==> src/rtl/pe64_request_scheduler_if.sv <==
// Bundle of the scheduler's request-side and grant-side signals.
// master : the request sources / service unit side (drives req, mask, flush,
//          grant_ready, done; observes the grant and status outputs).
// slave  : the scheduler itself.
// CNT_W sets the width of grant_count and must match the scheduler's CNT_W.
interface pe64_request_scheduler_if #(
    parameter int CNT_W = 16
);
    logic [63:0]      req;
    logic [63:0]      mask;
    logic             flush;
    logic             grant_ready;
    logic             done;
    logic             grant_valid;
    logic [5:0]       grant_idx;
    logic             busy;
    logic [63:0]      pending;
    logic             any_pending;
    logic [CNT_W-1:0] grant_count;

    modport master (
        output req, mask, flush, grant_ready, done,
        input  grant_valid, grant_idx, busy, pending, any_pending, grant_count
    );

    modport slave (
        input  req, mask, flush, grant_ready, done,
        output grant_valid, grant_idx, busy, pending, any_pending, grant_count
    );
endinterface

==> src/rtl/pe64_request_scheduler.sv <==
// 64-way request scheduler.
// Request pulses are latched into a sticky pending vector; eligible requests
// (pending & mask) are arbitrated highest-index-first, one grant at a time,
// over a valid/ready handshake. With WAIT_DONE=1 the scheduler then holds the
// shared resource until done; with WAIT_DONE=0 it returns to IDLE at once.
// Ports:
//   clk   - single clock, rising edge
//   rst_n - synchronous active-low reset
//   bus   - slave modport: req/mask/flush/grant_ready/done in;
//           grant_valid/grant_idx/busy/pending/any_pending/grant_count out
module pe64_request_scheduler #(
    parameter bit WAIT_DONE = 1'b1,
    parameter int CNT_W     = 16
) (
    input  logic                        clk,
    input  logic                        rst_n,
    pe64_request_scheduler_if.slave     bus
);
    typedef enum logic [1:0] {
        IDLE    = 2'd0,
        GRANT   = 2'd1,
        SERVICE = 2'd2
    } state_t;

    state_t           state_reg, state_next;
    logic [63:0]      pending_reg, pending_next;
    logic [5:0]       grant_idx_reg, grant_idx_next;
    logic             grant_valid_reg;
    logic [CNT_W-1:0] grant_count_reg;

    logic [63:0]      eligible;
    logic [63:0]      clr;
    logic [5:0]       enc_idx;
    logic             any_pending;
    logic             handshake;

    assign eligible    = pending_reg & bus.mask;
    assign any_pending = |eligible;

    // Priority encoder: later iterations overwrite earlier ones, so the
    // highest set index wins. Empty vector yields 0 (qualified by any_pending).
    always_comb begin
        enc_idx = 6'd0;
        for (int i = 0; i < 64; i++) begin
            if (eligible[i]) begin
                enc_idx = 6'(i);
            end
        end
    end

    // One-hot clear of the granted requester, only on a completed handshake.
    for (genvar gi = 0; gi < 64; gi++) begin : g_clr
        assign clr[gi] = handshake && (grant_idx_reg == 6'(gi));
    end

    // Next-state logic. flush overrides everything and suppresses the
    // handshake so no grant completes in a flush cycle.
    always_comb begin
        state_next     = state_reg;
        grant_idx_next = grant_idx_reg;
        handshake      = 1'b0;
        case (state_reg)
            IDLE: begin
                if (any_pending) begin
                    grant_idx_next = enc_idx;
                    state_next     = GRANT;
                end
            end
            GRANT: begin
                if (bus.grant_ready) begin
                    handshake  = 1'b1;
                    state_next = WAIT_DONE ? SERVICE : IDLE;
                end
            end
            SERVICE: begin
                if (bus.done) begin
                    state_next = IDLE;
                end
            end
            default: begin
                state_next = IDLE;
            end
        endcase
        if (bus.flush) begin
            state_next     = IDLE;
            grant_idx_next = grant_idx_reg;
            handshake      = 1'b0;
        end
    end

    // Set wins over the handshake clear; flush discards same-cycle requests.
    always_comb begin
        pending_next = bus.req | (pending_reg & ~clr);
        if (bus.flush) begin
            pending_next = 64'd0;
        end
    end

    always_ff @(posedge clk) begin
        if (!rst_n) begin
            state_reg       <= IDLE;
            pending_reg     <= 64'd0;
            grant_idx_reg   <= 6'd0;
            grant_valid_reg <= 1'b0;
            grant_count_reg <= '0;
        end else begin
            state_reg       <= state_next;
            pending_reg     <= pending_next;
            grant_idx_reg   <= grant_idx_next;
            // Registered copy of "next state is GRANT" so grant_valid comes
            // straight from a flop.
            grant_valid_reg <= (state_next == GRANT);
            if (handshake) begin
                grant_count_reg <= grant_count_reg + 1'b1;
            end
        end
    end

    assign bus.grant_valid = grant_valid_reg;
    assign bus.grant_idx   = grant_idx_reg;
    assign bus.busy        = (state_reg != IDLE);
    assign bus.pending     = pending_reg;
    assign bus.any_pending = any_pending;
    assign bus.grant_count = grant_count_reg;
endmodule

==> src/flat_wrapper.sv <==
// flat-port wrapper written by rule: the top's interface ports become plain ports
module pe64_request_scheduler_flat 
#(
    parameter bit WAIT_DONE = 1'b1,
    parameter int CNT_W     = 16
)
  (clk, rst_n, bus_req, bus_mask, bus_flush, bus_grant_ready, bus_done, bus_grant_valid, bus_grant_idx, bus_busy, bus_pending, bus_any_pending, bus_grant_count);
  pe64_request_scheduler_if #(.CNT_W(CNT_W)) bus_i ();
  input  logic clk;
  input  logic rst_n;
  input wire logic [$bits(bus_i.req)-1:0] bus_req;
  input wire logic [$bits(bus_i.mask)-1:0] bus_mask;
  input wire logic [$bits(bus_i.flush)-1:0] bus_flush;
  input wire logic [$bits(bus_i.grant_ready)-1:0] bus_grant_ready;
  input wire logic [$bits(bus_i.done)-1:0] bus_done;
  output wire logic [$bits(bus_i.grant_valid)-1:0] bus_grant_valid;
  output wire logic [$bits(bus_i.grant_idx)-1:0] bus_grant_idx;
  output wire logic [$bits(bus_i.busy)-1:0] bus_busy;
  output wire logic [$bits(bus_i.pending)-1:0] bus_pending;
  output wire logic [$bits(bus_i.any_pending)-1:0] bus_any_pending;
  output wire logic [$bits(bus_i.grant_count)-1:0] bus_grant_count;
  assign bus_i.req = bus_req;
  assign bus_i.mask = bus_mask;
  assign bus_i.flush = bus_flush;
  assign bus_i.grant_ready = bus_grant_ready;
  assign bus_i.done = bus_done;
  assign bus_grant_valid = bus_i.grant_valid;
  assign bus_grant_idx = bus_i.grant_idx;
  assign bus_busy = bus_i.busy;
  assign bus_pending = bus_i.pending;
  assign bus_any_pending = bus_i.any_pending;
  assign bus_grant_count = bus_i.grant_count;
  pe64_request_scheduler #(.WAIT_DONE(WAIT_DONE), .CNT_W(CNT_W)) u_core (.clk(clk), .rst_n(rst_n), .bus(bus_i));
endmodule
==> config.mk <==
export PLATFORM = sky130hd
export DESIGN_NAME = pe64_request_scheduler_flat
export DESIGN_NICKNAME = d
export VERILOG_FILES = /design/src/rtl/pe64_request_scheduler_if.sv /design/src/rtl/pe64_request_scheduler.sv /design/src/flat_wrapper.sv
export SDC_FILE = /design/constraint.sdc
export NUM_CORES = 1
export LEC_CHECK = 0
export ABC_AREA = 1
export BUFFER_PORTS_ARGS = -buffer_cell sky130_fd_sc_hd__buf_2
export CORE_MARGIN = 2
export CORE_UTILIZATION = 45
export DETAILED_ROUTE_END_ITERATION = 7
export PLACE_DENSITY = 0.8
export REMOVE_ABC_BUFFERS = 1
export SYNTH_ARGS = -nofsm -noshare
export SYNTH_HDL_FRONTEND = slang
export SYNTH_SLANG_ARGS = --single-unit
==> constraint.sdc <==
create_clock -name clk -period 9.65 [get_ports clk]
set_input_delay 1.93 -clock clk [delete_from_list [all_inputs] [get_ports clk]]
set_output_delay 1.93 -clock clk [all_outputs]
set_load 0.03 [all_outputs]
==> metrics <==
status finished clean; Hold Violations, Final 0; PD cells 152.1 nW/um^2; vias in the first global route 4531; startpoint class of the critical path input pin; Finish-stage setup viols 0; grt total ovfl 0; Final Wtd Congestion 0.9737; WL/cell 14.19 um; core area 9240 sq um; register area share after synthesis 41.66%; final period utilization 52.74%; worst vdd ir 0.07817 mV; root buf cell clkbuf_8; clock-pin slew on the worst setup and hold paths 0.08 ns; max_cap viols 0; RSZ-0062 raised after global routing false; CTS tree built; critical path class input pin to primary output; Synth top area share 41.66%; footprint of the multi-input gates 2100 sq um; DR vias 5039; predominant post-synthesis flop cell dfxtp_1; min-delay src u_core.bus.grant_count[15]; Final WS setup 4.561 ns; YS warnings 0; synthesized flop and latch total 89; H-tree depth 3; drc violations 0; routed wire length 14.42 mm; largest cells by area after synthesis dfxtp_1, nand2_1, o21ai_0; Clock Power Share 33.5%; Gate Count Post-Synth 662; fillers 926; hold buffers post-CTS 0; Post-Layout Cell Count 1016; final slew viol count 0; Synth cell types 23; most frequent cell after synthesis nand2_1; post-route ant nets 0; nets 1016; number of instances in the placed design 1000; Fin Setup TNS 0 ns; Die Area 10300 sq um; pin count of the biggest net entering global routing 65; Largest register FFs 64; Sink Count 89; Worst Setup SP bus_mask[58]; buffer depth of the longest clock path 2; vias per cell 4.960; All-Layer GR Usage 27.69%; Starting DRT DRC Count 233; worst flop-to-flop path startpoint u_core.bus.pending[1]; initial antenna violation count 0; pre-CTS setup slack 4.456 ns; Final HPWL DP 11.61 mm; CTS buffer count 9; Hold WC Path Type register to register; syn_area_per_cell 6.460 sq um; I/O Buffers 221; CP arrival 3.16 ns; total area of sequential cells 1782 sq um; LEAKAGE 3.241 nW; global-route wire length before repair 21.90 mm; Max Clk Rate 0.1965 GHz; Post-CTS Setup Inserts 0; PostCTS Resize Cnt 0; Logic pwr share 20.8%; switching part of the total power 30.44%; die width 101.5 um; post-layout min period 5.089 ns; Setup Skew 0.01773 ns; Sw Pwr 265.5 uW; area delta synth->final 34.11%; EDFF count, synth 0; Data required, critical path 7.72 ns; ys async rst share 0%; Pre-Repair DR Iteration Count 5; worst-skew pair later-pin latency 0.36 ns; starting density of the core 46.28%; ranking of synthesized cells by instance count nand2_1, inv_1, dfxtp_1, o21ai_0, a21oi_1; Syn Std Cell Area 4277 sq um; crit path capture type primary output; DIE HEIGHT 101.5 um; sequential power share 45.7%; Least-Margin Pin Slew 0.7185 ns; Slew HR 51.73%; n_diodes 0; num ports 222; ratio of cells with drive above 1 in the final layout 29.31%; internal power 606.7 uW; cell taking the most area after synthesis dfxtp_1; FP Rows 35; Crit Path Max Fanout 3
[per-stage QoR]
step	power [mW]	hold WS, ns	cell area [sq um]	utilization, %
6_report	0.8722	0.4738	5736	62.07
5_1_grt	0.9112	0.5009	5736	62.07
4_1_cts	0.8739	0.4681	5736	62.07
3_5_place_dp	0.5867	0.4536	5505	59.58
3_3_place_gp	0.5847	0.4445	5505	59.58
2_1_floorplan	0.5171	0.4773	4228	-
[critical path: stages]
cell,delay (ns)
buf_2,0.10
nand2_1,0.08
nand2_1,0.08
nor2_1,0.20
nand4_1,0.13
nor2_1,0.15
nand2_1,0.06
inv_1,0.06
nand3_1,0.13
buf_2,0.23
[power by group through the flow]
stage               sequential (mW)  combinational, mW  clock (mW)
floorplan                     0.436             0.0807           0
global placement              0.406              0.178           0
detailed placement            0.407              0.180           0
CTS                           0.398              0.181       0.295
global route                  0.401              0.202       0.308
finish                        0.398              0.181       0.292
[routing by layer]
metal	vias up	global-route usage (%)	wire, um
met5	-	0	0
met4	0	10.40	370
met3	26	6.763	1169
met2	226	46.61	6680
met1	2242	34.34	6196
li1	2545	-	-
[cell type report]
class	count	area share (%)
repair buffers	222	19.42
inverters	93	6.086
well taps	129	2.814
clock inverters	4	1.309
multi-input cells	467	36.61
flip-flops and latches	89	31.06
clock buffers	12	2.705
[worst paths after layout]
path / depth (start not counted) / slack [ns] / endpoint
hold / removal: 1 / 0.47 / u_core.bus.grant_count[15]
setup / recovery: 10 / 4.56 / bus_any_pending
hold reg to reg: 1 / 0.47 / u_core.bus.grant_count[15]
setup reg to reg: 64 / 6.08 / u_core.bus.grant_idx[0]
[cell families (layout without fill, tap and decap cells)]
| group | Yosys count | after routing | synth area share (%) |
|---|---|---|---|
| AND/OR/NAND/NOR | 299 | 299 | 28.64 |
| AO/OA/AOI/OAI | 166 | 166 | 19.90 |
| buffers and inverters | 106 | 331 | 9.304 |
| flip-flops | 89 | 89 | 41.66 |
| adder cells (fa/ha/maj) | 1 | 1 | 0.2925 |
| XOR/XNOR | 1 | 1 | 0.2048 |
[cell usage in the layout, fill, tap and decap left out, drive strengths merged, types with 4 or more instances in the layout]
master | Yosys | final
a21oi | 78 | 78
a31oi | 6 | 6
buf | 0 | 222
clkbuf | 13 | 12
dfxtp | 89 | 89
inv | 92 | 92
nand2 | 213 | 213
nand3 | 6 | 6
nand4 | 4 | 4
nor2 | 63 | 63
nor3 | 10 | 10
o21ai | 79 | 79
Power figures use the tool's default switching activity.
